==> config.mk <==
export PLATFORM = sky130hd
export DESIGN_NAME = shared_resource_arbiter
export DESIGN_NICKNAME = d
export VERILOG_FILES = /design/src/rtl/pipeline_pkg.sv /design/src/rtl/tag_fifo.sv /design/src/rtl/shared_resource_arbiter.sv
export SDC_FILE = /design/constraint.sdc
export NUM_CORES = 1
export LEC_CHECK = 0
export ABC_AREA = 1
export CAP_MARGIN = 20
export CORE_ASPECT_RATIO = 0.8
export CORE_MARGIN = 4
export CORE_UTILIZATION = 45
export DETAILED_ROUTE_END_ITERATION = 10
export GPL_TIMING_DRIVEN = 0
export HOLD_SLACK_MARGIN = 0.08
export PLACE_DENSITY_LB_ADDON = 0.3
export RECOVER_POWER = 25
export SYNTH_ARGS = -nofsm -noshare
export SYNTH_HDL_FRONTEND = slang
export SYNTH_SLANG_ARGS = --single-unit
==> constraint.sdc <==
create_clock -name clk -period 7.5 [get_ports clk]
set_input_delay 0.75 -clock clk [delete_from_list [all_inputs] [get_ports clk]]
set_output_delay 0.75 -clock clk [all_outputs]
set_load 0.03 [all_outputs]
==> src/rtl/pipeline_pkg.sv <==
// Shared defaults, tag type and the round-robin pick helper for the
// pipeline-to-resource arbiter slice.
package pipeline_pkg;
  localparam int NUM_REQ_DEF = 4;
  localparam int DATA_W_DEF  = 32;

  typedef logic [$clog2(NUM_REQ_DEF)-1:0] tag_t;

  // First set bit of req at or after ptr, wrapping modulo n (n <= 8).
  // Returns {found, index}.
  function automatic logic [3:0] rr_first(input logic [7:0] req,
                                          input logic [2:0] ptr,
                                          input int n);
    logic found;
    int   idx;
    rr_first = '0;
    found    = 1'b0;
    for (int k = 0; k < 8; k++) begin
      idx = (int'(ptr) + k) % n;
      if (k < n && !found && req[idx[2:0]]) begin
        found    = 1'b1;
        rr_first = {1'b1, idx[2:0]};
      end
    end
  endfunction
endpackage

==> src/rtl/tag_fifo.sv <==
// In-order FIFO of requester tags; remembers who owns each outstanding beat.
module tag_fifo #(
  parameter int DEPTH = 8,
  parameter int W     = 2
) (
  input  logic                   clk,
  input  logic                   reset,
  input  logic                   push,
  input  logic [W-1:0]           push_tag,
  input  logic                   pop,
  output logic [W-1:0]           head,
  output logic                   full,
  output logic                   empty,
  output logic [$clog2(DEPTH):0] count
);
  localparam int AW = $clog2(DEPTH);

  logic [DEPTH-1:0][W-1:0] mem;
  logic [AW-1:0]           wr_ptr, rd_ptr;
  logic                    do_push, do_pop;

  assign full    = count == (AW+1)'(DEPTH);
  assign empty   = count == '0;
  assign do_push = push & ~full;
  assign do_pop  = pop & ~empty;
  assign head    = mem[rd_ptr];

  always_ff @(posedge clk or negedge reset) begin
    if (!reset) begin
      mem    <= '0;
      wr_ptr <= '0;
      rd_ptr <= '0;
      count  <= '0;
    end else begin
      if (do_push) begin
        mem[wr_ptr] <= push_tag;
        wr_ptr      <= wr_ptr + 1'b1;
      end
      if (do_pop) rd_ptr <= rd_ptr + 1'b1;
      // Push and pop together leave occupancy unchanged.
      case ({do_push, do_pop})
        2'b10:   count <= count + 1'b1;
        2'b01:   count <= count - 1'b1;
        default: count <= count;
      endcase
    end
  end
endmodule

==> src/rtl/shared_resource_arbiter.sv <==
// Round-robin share of one resource port among NUM_REQ pipeline fronts, with
// responses routed back in issue order via a tag FIFO.
module shared_resource_arbiter
  import pipeline_pkg::*;
#(
  parameter int NUM_REQ   = NUM_REQ_DEF,
  parameter int DATA_W    = DATA_W_DEF,
  parameter int TAG_DEPTH = 8
) (
  input  logic                           clk,
  input  logic                           reset,
  input  logic [NUM_REQ-1:0][DATA_W-1:0] req_data,
  input  logic [NUM_REQ-1:0]             req_valid,
  input  logic [NUM_REQ-1:0]             req_flush,
  output logic [NUM_REQ-1:0]             req_stall,
  output logic [DATA_W-1:0]              res_data,
  output logic                           res_valid,
  output logic                           res_flush,
  input  logic                           res_stall,
  input  logic [DATA_W-1:0]              rsp_data_in,
  input  logic                           rsp_valid_in,
  input  logic                           rsp_flush_in,
  output logic                           rsp_stall_out,
  output logic [DATA_W-1:0]              rsp_data,
  output logic [NUM_REQ-1:0]             rsp_valid,
  output logic                           rsp_flush,
  input  logic [NUM_REQ-1:0]             rsp_stall,
  output logic [$clog2(TAG_DEPTH):0]     outstanding,
  output logic                           err_orphan
);
  localparam int TW = $clog2(NUM_REQ);
  localparam int CW = $clog2(TAG_DEPTH) + 1;

  logic [TW-1:0]      rr_ptr, grant_idx, issue_tag, tag_head;
  logic [3:0]         pick;
  logic [NUM_REQ-1:0] grant;
  logic               issue_free, push, can_grant, grant_vld;
  logic               fifo_full, fifo_empty, pop, rsp_free;

  // Issue side: a grant must leave room for the beat leaving the register now.
  assign issue_free = ~res_valid | ~res_stall;
  assign push       = res_valid & ~res_stall;
  assign can_grant  = issue_free && !fifo_full &&
                      (({1'b0, outstanding} + (CW+1)'(push)) < (CW+1)'(TAG_DEPTH));
  assign pick       = rr_first(8'(req_valid), 3'(rr_ptr), NUM_REQ);
  assign grant_vld  = can_grant & pick[3];
  assign grant_idx  = TW'(pick[2:0]);
  assign grant      = grant_vld ? (NUM_REQ'(1) << grant_idx) : '0;
  assign req_stall  = ~grant;

  always_ff @(posedge clk or negedge reset) begin
    if (!reset) begin
      res_valid <= 1'b0;
      res_data  <= '0;
      res_flush <= 1'b0;
      issue_tag <= '0;
      rr_ptr    <= '0;
    end else begin
      if (issue_free) begin
        res_valid <= grant_vld;
        if (grant_vld) begin
          res_data  <= req_data[grant_idx];
          res_flush <= req_flush[grant_idx];
          issue_tag <= grant_idx;
        end
      end
      if (grant_vld)
        rr_ptr <= (int'(grant_idx) == NUM_REQ-1) ? '0 : grant_idx + 1'b1;
    end
  end

  tag_fifo #(.DEPTH(TAG_DEPTH), .W(TW)) u_tags (
    .clk      (clk),
    .reset    (reset),
    .push     (push),
    .push_tag (issue_tag),
    .pop      (pop),
    .head     (tag_head),
    .full     (fifo_full),
    .empty    (fifo_empty),
    .count    (outstanding)
  );

  // Response side: with no tags outstanding, never stall so orphans drain.
  assign rsp_free      = ~|(rsp_valid & rsp_stall);
  assign rsp_stall_out = ~fifo_empty & ~rsp_free;
  assign pop           = rsp_valid_in & ~rsp_stall_out & ~fifo_empty;

  always_ff @(posedge clk or negedge reset) begin
    if (!reset) begin
      rsp_valid  <= '0;
      rsp_data   <= '0;
      rsp_flush  <= 1'b0;
      err_orphan <= 1'b0;
    end else begin
      if (rsp_free) begin
        rsp_valid <= pop ? (NUM_REQ'(1) << tag_head) : '0;
        if (pop) begin
          rsp_data  <= rsp_data_in;
          rsp_flush <= rsp_flush_in;
        end
      end
      if (rsp_valid_in && fifo_empty) err_orphan <= 1'b1;
    end
  end
endmodule

# == Word-level counts from Yosys, hierarchy flattened ==
# Index checks and enable logic that the tools add are counted.
# classes
bitwise,19
n_mux,28
n_reduce_logical,19
n_lt_le_gt_ge,9
n_shift,2
n_eq_ne,4
n_addsub,9
# ops
cell,count
$bmux W32 S2,1
$mux W32,1
$mux W4,6
$lt A3 B4 Y1 const B,5
$bwmux W16,1
$bmux W1 S3,3
$mux W1,8
$pmux W4 S2,1
$shl A1 B2 Y4 const A,2
$and A1 B1 Y1,7
$logic_and A1 B1 Y1,7
$add A3 B1 Y3 const B,2
$bmux W2 S3,1
$demux W2 S3,1
$mux W2,3
$not A1 Y1,6
$reduce_or A2 Y1,3
$add A4 B1 Y5,1
$lt A5 B4 Y1 const B,1
$add A2 B1 Y2 const B,2
$add A2 B2 Y2 const B,2
$add A4 B1 Y4 const B,1
$and A4 B4 Y4,1
$bmux W1 S2,2
other kinds (15),22
# totals
out_inout_bits,81
regBits,102
word_cells,110

# == Longest topological paths before layout ==
# Gate-level depths: netlist of the first run.
# depth
ltp_word,16
ltp_mapped,17

# == Hierarchy ==
# Synthesis of the first run repeated with hierarchy kept, for this count alone.
# unflattened
hier_cells,848
hier_area_um2,6040.8
# by_module_without_submodules
mod,cells_per_inst,instances,area_each_um2,seq_area_each_um2
shared_resource_arbiter,676,1,4663.2,1901.8
tag_fifo,172,1,1377.6,650.6

# == Worst setup path after synthesis of the first run ==
# OpenSTA, ideal clock, no wires.
# synth_path
path_kind,input port to flip-flop
from,in rsp_stall[0]
to,reg u_tags.count[3]
setup_ns,0.123
setup_slack_ns,4.607
t_arrival_ns,2.771
stages,14
required_time_ns,7.377
path_cell_list,a22o_1 > nor2_1 > nand2_1 > inv_1 > clkbuf_1 > ha_1 > ha_1 > nand2_1 > nor2_1 > a211oi_1 > nor2_1 > nor2_1 > nand2_1 > xor2_1
# synth_between
elab_chain_len,9
word_cells_on_any_way,11
classes_between,eq/ne: 2; mux: 1; bitwise: 6; reduce/logical: 2
# synth_rtl
element,line,text
from (decl),shared_resource_arbiter.sv:27,"input logic [NUM_REQ-1:0] rsp_stall,"
$and A4 B4 Y4 (*),shared_resource_arbiter.sv:85,assign rsp_free = ~|(rsp_valid & rsp_stall);
$reduce_or A4 Y1 (*),shared_resource_arbiter.sv:85,
$and A1 B1 Y1 (*),shared_resource_arbiter.sv:86,assign rsp_stall_out = ~fifo_empty & ~rsp_free;
$not A1 Y1 (*),shared_resource_arbiter.sv:87,assign pop = rsp_valid_in & ~rsp_stall_out & ~fifo_empty;
$and A1 B1 Y1 (*) (2 in series),shared_resource_arbiter.sv:87,
$and A1 B1 Y1 (*),tag_fifo.sv:25,assign do_pop = pop & ~empty;
$eq A2 B1 Y1 / $eq A2 B2 Y1 (equally long branches),tag_fifo.sv:41,"case ({do_push, do_pop})"
$pmux W4 S2 / $reduce_bool A2 Y1 (equally long branches),--,
to (signal assigned),tag_fifo.sv:42,2'b10: count <= count + 1'b1;
to (signal assigned),tag_fifo.sv:43,2'b01: count <= count - 1'b1;
to (signal assigned),tag_fifo.sv:44,default: count <= count;
to (decl),tag_fifo.sv:14,output logic [$clog2(DEPTH):0] count
# Mark *: on every way between the ends. The rest lies on a longest branch, timed or not.
# A chain may end at the register's enable or synchronous reset.

==> results list, run 1 <==
- The worst setup path is captured at an async pin.
- Worst clock skew: between 9 and 10 ps
- FF+latch count, synth: 102
- Synthesis produced around 800 cells.
- The floorplan step set the die width to approximately 130 um.
- Number of nets still failing antenna checks after routing: 0
- TritonCTS clock tree: built
- When the netlist entered floorplanning its net count stood at roughly 970.
- Final count of negative-setup-slack endpoints: 0
* Slew @ Worst Pin: 3210 ps
- The worst-case IR drop observed on VDD is between 0.3 and 0.4 mV.
- For this run, the post-layout net count is 1238.
* Status: finished with violations
* All-layer global routing usage: between 20% and 30%
- H-tree depth: 3
- Power density of the placed cells: 513 mW/mm2
* Worst Path Max Fanout: 60
- WHS Path Cells: 1
* Effective utilization at floorplan: 46.2%
* Final Total Pwr: ~4.5 mW
- The total overflow left after global routing is 0.
* Ports: approximately 260
* Utilization after layout: approximately 71%
- The hold violation total from the final report was 0.
* Row cnt: 36
- The cell sitting at the root of the clock tree is a sky130_fd_sc_hd__clkbuf_16.
- Final number of max-transition violations: roughly 110
- Resize count post-CTS: 0
- DRT iter0 DRCs: roughly 500
- Number of buffers on the longest clock path: 2
* Most frequent standard cell in the layout excluding fill and tap cells: sky130_fd_sc_hd__nand2_1
* Antenna violations before repair: 0
- The number of cells on the worst reg-to-reg path is 14.
- Data on the critical path is required at its endpoint by 7490 ps.
- Number of buffer and inverter stages on the critical path: 2
- Non-filler cells, final: 1226
- For this run, design rule violations remaining after detail routing come to 0.
- Kind of path behind the tightest hold check: flop to flop
* Clock buffer count from CTS: 9
- Total Negative Setup Slacks: 0 ps
- Leading area contributor after synthesis: sky130_fd_sc_hd__dfrtp_1
- Vias per cell: 4.94
* Quantity of I/O buffers inserted on ports: around 260
- Post-synth top area share: about 45%
- Headroom to the max-slew limit came out at -114%.
* Vertical extent of the die: 108 um
- Violated checks: max-capacitance violations, max-slew violations
- Summing every instance area after synthesis gives ~0.0056 mm2.
* Largest net degree at the start of global routing: 61
* Slowest stage cell, crit path: sky130_fd_sc_hd__clkbuf_1
- Across all hold checks on the routed design, the worst slack comes to 461 ps.
* Wire length of the first global-routing pass: roughly 30000 um
- Static timing analysis puts the maximum clock frequency at roughly 0.21 GHz.
- The number of global-route vias before repair came to roughly 5900.
- For this run, the register share of the synthesized area comes to 45.3%.
* Hold_buf cts: 0
- Unique masters post-synth: 36
- The Yosys step of the flow raised 0 warnings.
- Element type at the critical path start: input pin
- In this run the post-CTS setup repair buffer count came out at 0.
* Worst setup path category: input pin to async pin
- Cell type with the highest occurrence count on the critical path: sky130_fd_sc_hd__clkbuf_1
* Fraction of layout instances using a drive strength above 1: 5.21%
- Skew-Pair Late Insertion Delay: around 350 ps
- The HPWL after detailed placement is approximately 15000 um.
- Among cell families on the critical path, the largest total delay comes from buffers and inverters.
* Average wire length per cell after detail routing: roughly 16 um
- Antenna fix cells: 0
- Counting buffers and inverters, the worst setup path is 2 cells deep.
- The final layout contains routed wiring with a total length of roughly 19000 um.
- Fillcell total: approximately 1000
- For the worst setup path, the data arrival time is 4750 ps.
* Clock-pin slew on the worst setup and hold paths: ~70 ps
* Max capacitance violation total: 2
- For this design, the sink count on the clock tree is ~100.
* Die area: approximately 0.014 mm2
* Detailed Routing Iterations Pass 1: 5
* Avg Cell Area, Syn: between 7 and 8 um2
- Leakage power figure: roughly 4.2 nW
- The floorplan step defined a core boundary enclosing 0.0122 mm2.
* Layout overhead on the synthesized area: 54.3%
- In the layout the commonest cells are sky130_fd_sc_hd__nand2_1, sky130_fd_sc_hd__clkdlybuf4s50_1, sky130_fd_sc_hd__dfrtp_1.
- In this run, placement finished with an instance count of ~1200.
- List of cells traversed by the critical path: clkbuf_1 > clkbuf_1
* Via count: between 6000 and 7000
- The worst path in the final design needs a cycle of roughly 4800 ps, including I/O delays and setup.
- After layout, the worst path uses a little under two thirds of the clock period.
* Max incr delay on CP: ~2200 ps
- The congestion estimate from routability-driven global placement came to roughly 0.99.
* Cell types occupying the most area after synthesis: sky130_fd_sc_hd__dfrtp_1, sky130_fd_sc_hd__nand2_1, sky130_fd_sc_hd__nand3_1
* RSZ-0062 raised after global routing: false
where the power goes:
part | switching (mW) | leakage (nW) | internal, mW | total [mW]
registers | 0.160 | 1.24 | 0.828 | 0.988
clock network | 0.213 | 0.134 | 0.226 | 0.439
logic | 1.93 | 2.79 | 1.10 | 3.03
total | 2.30 | 4.17 | 2.15 | 4.46
kinds of logic (layout without fill, tap and decap cells):
| family | Yosys count | count (layout) | synth area share [%] |
|---|---|---|---|
| compound gates | 47 | 47 | 4.82 |
| xor+xnor | 7 | 7 | 1.09 |
| fa+ha+maj | 10 | 10 | 2.35 |
| buf+inv | 70 | 343 | 5.82 |
| flops | 102 | 102 | 45.3 |
| simple gates | 546 | 546 | 40.6 |
synthesized netlist by cell type:
| library cell | instances |
|---|---|
| sky130_fd_sc_hd__a211oi_1 | 1 |
| sky130_fd_sc_hd__a21o_1 | 1 |
| sky130_fd_sc_hd__a21oi_1 | 2 |
| sky130_fd_sc_hd__a22o_1 | 2 |
| sky130_fd_sc_hd__a41oi_1 | 1 |
| sky130_fd_sc_hd__buf_1 | 6 |
| sky130_fd_sc_hd__buf_2 | 14 |
| sky130_fd_sc_hd__buf_4 | 4 |
| sky130_fd_sc_hd__buf_6 | 4 |
| sky130_fd_sc_hd__clkbuf_1 | 12 |
| sky130_fd_sc_hd__clkinv_1 | 1 |
| sky130_fd_sc_hd__dfrtp_1 | 102 |
| sky130_fd_sc_hd__fa_1 | 1 |
| sky130_fd_sc_hd__ha_1 | 9 |
| sky130_fd_sc_hd__inv_1 | 23 |
| sky130_fd_sc_hd__inv_2 | 5 |
| sky130_fd_sc_hd__inv_4 | 1 |
| sky130_fd_sc_hd__nand2_1 | 372 |
| sky130_fd_sc_hd__nand2_2 | 3 |
| sky130_fd_sc_hd__nand2_4 | 2 |
| sky130_fd_sc_hd__nand3_1 | 59 |
| sky130_fd_sc_hd__nand3_2 | 2 |
| sky130_fd_sc_hd__nand4_1 | 34 |
| sky130_fd_sc_hd__nor2_1 | 57 |
| sky130_fd_sc_hd__nor2_2 | 1 |
| sky130_fd_sc_hd__nor2_4 | 1 |
| sky130_fd_sc_hd__nor4_1 | 1 |
| sky130_fd_sc_hd__o211ai_1 | 1 |
| sky130_fd_sc_hd__o21ai_0 | 34 |
| sky130_fd_sc_hd__o21bai_1 | 1 |
| sky130_fd_sc_hd__o32ai_1 | 4 |
| sky130_fd_sc_hd__or2_0 | 2 |
| sky130_fd_sc_hd__or2_1 | 9 |
| sky130_fd_sc_hd__or2_2 | 3 |
| sky130_fd_sc_hd__xnor2_1 | 1 |
| sky130_fd_sc_hd__xor2_1 | 6 |
flip-flops by register name, indices dropped and copies added, names as in the netlist:
name / cells
err_orphan: 1
issue_tag: 2
res_data: 32
res_flush: 1
res_valid: 1
rr_ptr: 2
rsp_data: 32
rsp_flush: 1
rsp_valid: 4
u_tags.count: 4
u_tags.mem: 16
u_tags.rd_ptr: 3
u_tags.wr_ptr: 3
area by class of cell:
cell class                      count  area (um2)  area share (%)
Tap cell                          171         214            2.46
Timing Repair Buffer              258        2570            29.5
Clock buffer                        9         225            2.59
Sequential cell                   102        2550            29.3
Inverter                           30         115            1.32
Clock inverter                      6        51.3           0.590
Buffer                             40         213            2.45
Multi-Input combinational cell    610        2760            31.7
through the flow:
stage | worst slack (ps) | area [um2]
floorplan | 4610 | 5640
global placement | 1820 | 8420
detailed placement | 3360 | 8440
CTS | 3360 | 8720
global route | 1740 | 8700
finish | 2740 | 8700
path summary, 6_finish.rpt:
check / startpoint / to / slack (ps)
setup / recovery: reset / res_data[27] / 2740
hold / removal: err_orphan / err_orphan / 460
setup reg to reg: u_tags.count[1] / u_tags.count[3] / 4120
hold reg to reg: err_orphan / err_orphan / 460
max in group clk: req_valid[2] / req_stall[0] / 3360
min in group asynchronous: reset / res_data[14] / 1470
layer usage:
| layer | vias to the layer above | global-route usage, % | wire [um] |
|---|---|---|---|
| met2 | 240 | 44.3 | 9280 |
| met3 | 45 | 6.84 | 1480 |
| met1 | 2740 | 32.1 | 7730 |
| li1 | 3033 | - | - |
| met5 | - | 0 | 0 |
| met4 | 0 | 10.6 | 668 |
Power figures use the tool's default switching activity.
==> inputs of run 2 (changes only) <==
--- a/config.mk
+++ b/config.mk
@@ -9,7 +9,7 @@
 export CAP_MARGIN = 20
 export CORE_ASPECT_RATIO = 0.8
 export CORE_MARGIN = 4
-export CORE_UTILIZATION = 45
+export CORE_UTILIZATION = 42
 export DETAILED_ROUTE_END_ITERATION = 10
 export GPL_TIMING_DRIVEN = 0
 export HOLD_SLACK_MARGIN = 0.08
==> constraint.sdc (replaced) <==
create_clock -name clk -period 4.9 [get_ports clk]
set_input_delay 0.49 -clock clk [delete_from_list [all_inputs] [get_ports clk]]
set_output_delay 0.49 -clock clk [all_outputs]
set_load 0.03 [all_outputs]
==> run 2 against run 1 <==
  * The flow still finishes with violations (max-capacitance violations, max-slew violations)
  * Register-to-register slack worse by 2400 ps
  * Total power increased by 53%
  * Sequential share of layout area shrank 0.084 points
  * Count of clock-buffer cells in the layout grew 1
  * Critical path depth up 13
==> results list, run 2 (synthesized netlist as in run 1, its figures left out) <==
* Power density of the placed cells: 780 mW/mm2 (+52%)
- The clock transition at the registers of the reported paths came to 70 ps (about the same).
- The number of port buffers was 257 (unchanged).
* Setup slack of the critical path after layout: 1300 ps (-1440 ps)
- Leaving out fill and tap cells, the most frequent cell in the layout is sky130_fd_sc_hd__nand2_1.
- The post-cts sizing count came to 0 (unchanged).
- Most frequent cells in the layout: sky130_fd_sc_hd__nand2_1, sky130_fd_sc_hd__clkdlybuf4s50_1, sky130_fd_sc_hd__dfrtp_1
- Number of buffers on the longest clock path: 2 (unchanged)
- Root cell of the clock tree: sky130_fd_sc_hd__clkbuf_16
* Worst clock skew: 8.83 ps (-1.04 ps)
- Kind of path behind the tightest hold check: flop to flop
- The max capacitance violation total is 2 (unchanged).
- Hold_buf cts: 0 (unchanged)
- The total length of routed wires is 18400 um (-3.8%).
* H-tree depth: 3 (unchanged)
- Area of the placeable core: 0.0130 mm2 (+6.6%)
- Clock buffer count from CTS: 9 (unchanged)
- The wire length per cell came to 15.0 um (-4.1%).
- Row cnt: 37 (+2.8%)
- Chip width: 138 um (+3.3%)
- All-layer global routing usage: 23.7% (-2.4 points)
- The number of DRC markers after the initial detailed-route iteration came to 310 (-39%).
* Required time reported for the critical path endpoint: 4410 ps (-3080 ps)
* Via count: 6045 (-0.21%)
- The worst slew margin relative to its limit was -17.5% (+97 points).
* Effective utilization at floorplan: 43.3% (-2.8 points)
- The clock sink total came to 102 (unchanged).
* TritonCTS clock tree: built
- Min cycle time layout: around 3600 ps
- Wire length of the first global-routing pass: 28900 um (-2.8%)
- The largest registers in the layout are res_data: 32 flops, rsp_data: 32 flops, u_tags.mem: 16 flops.
* Period utilisation layout: 73.4%
* Skew-Pair Late Insertion Delay: 340 ps (about the same)
- Detailed Routing Iterations Pass 1: 5 (unchanged)
* Number of global-route vias before repair: 5876 (-0.83%)
- Final routed DRC violation total: 0 (unchanged)
- Final-layout worst hold slack: 456 ps (-5.19 ps)
* Antenna violations before repair: 0 (unchanged)
* Fraction of layout instances using a drive strength above 1: 5.21% (unchanged)
- The slew at the pin closest to its max-slew limit was 1760 ps (-1450 ps).
- The post-layout net count is 1238 (unchanged).
- Violated checks: max-capacitance violations, max-slew violations
- The setup path with the least slack is of type input pin to primary output.
* Status: finished with violations
- The total global routing overflow came to 0 (unchanged).
- Layout overhead on the synthesized area: 54.7%
* Final Total Pwr: 6.80 mW (+53%)
* Number of nets still failing antenna checks after routing: 0 (unchanged)
- Worst-case vdd ir drop: 0.517 mV (+31%)
- The pin count of the biggest net entering global routing came to 72 (+18%).
- RSZ-0062 raised after global routing: false
- Post-CTS Setup Repair Bufs: 0 (unchanged)
- The largest fanout on the critical path is 11 (-82%).
- Leakage power figure: 4.18 nW (+0.25%)
- The half-perimeter wire length after placement came to 14500 um (-4.6%).
* Die area: 0.0153 mm2 (+6.7%)
- Ports: 258 (unchanged)
* Vias per cell: 4.91 (-0.54%)
- Post-Place Worst Slack: 1330 ps (-2030 ps)
- Number of hold violations in the final report: 0 (unchanged)
- Based on the critical path, the design can be clocked at up to 0.278 GHz.
- Arrival time at the worst endpoint: 3110 ps (-1640 ps)
* Antenna fix cells: 0 (unchanged)
- The final max-slew violation count was 105 (unchanged).
- Final count of negative-setup-slack endpoints: 0 (unchanged)
* Global placer's final weighted congestion: 0.884 (-11%)
* Fillcell total: 1127 (+11%)
- The die extent in y is 112 um (+3.2%).
- The worst setup path is captured at a primary output.
- The worst setup path is launched from an input pin.
==> run 2: changes by cell type in the layout (fill, tap and decap cells not counted), sizes merged <==
cell    change
clkinv      -5
bufinv      +1
inv         +3
clkbuf      +1
==> run 2: layout make-up <==
| type | instances | area, um2 | area share [%] |
|---|---|---|---|
| Tap cell | 175 | 219 | 2.51 |
| Buffer | 40 | 213 | 2.44 |
| Multi-Input combinational cell | 610 | 2760 | 31.6 |
| Clock inverter | 5 | 66.3 | 0.760 |
| Timing Repair Buffer | 258 | 2570 | 29.5 |
| Inverter | 30 | 115 | 1.32 |
| Clock buffer | 10 | 229 | 2.63 |
| Sequential cell | 102 | 2550 | 29.3 |
==> run 2: where the power goes <==
group	internal (mW)	switching, mW
logic	1.68	2.89
registers	1.27	0.235
clock network	0.401	0.323
==> run 2: critical path: stages <==
cell and delay [ps]:
sky130_fd_sc_hd__clkdlybuf4s50_1 500, sky130_fd_sc_hd__inv_1 50, sky130_fd_sc_hd__nand2_1 70, sky130_fd_sc_hd__nand3_1 90, sky130_fd_sc_hd__nand2_1 110, sky130_fd_sc_hd__inv_1 40
sky130_fd_sc_hd__nand2_1 80, sky130_fd_sc_hd__nand2_1 70, sky130_fd_sc_hd__nand2_2 160, sky130_fd_sc_hd__nand3_2 160, sky130_fd_sc_hd__buf_6 190, sky130_fd_sc_hd__buf_6 160
sky130_fd_sc_hd__ha_1 200, sky130_fd_sc_hd__nand2_1 60, sky130_fd_sc_hd__clkdlybuf4s50_1 670
==> run 2: final timing paths <==
| path | endpoint | start | cells after the start | slack [ps] |
|---|---|---|---|---|
| worst max-delay path | req_stall[2] | req_valid[2] | 15 | 1300 |
| worst min-delay path | err_orphan | err_orphan | 1 | 460 |
| worst max register to register | u_tags.count[3] | u_tags.count[1] | 14 | 1700 |
| worst min register to register | err_orphan | err_orphan | 1 | 460 |
| max in group asynchronous | res_data[16] | reset | 2 | 1820 |
| min in group asynchronous | u_tags.count[0] | reset | 1 | 610 |
==> run 2: metal layers <==
metal	wire (um)	global-route usage [%]	part of all wire (%)
met5	0	0	0
met1	7710	30.5	42
met3	1640	6.78	8.9
met2	8780	39.6	48
met4	302	5.19	1.6
==> run 2: through the flow <==
step                utilization, %  cell area, um2  setup TNS (ps)  instances
CTS                           67.3            8750               0       1230
global placement              64.8            8430          -59590       1214
detailed placement            65.0            8450               0       1215
global route                  67.0            8720               0       1230
finish                        67.0            8720               0       1230
floorplan                        -            5640               0        782
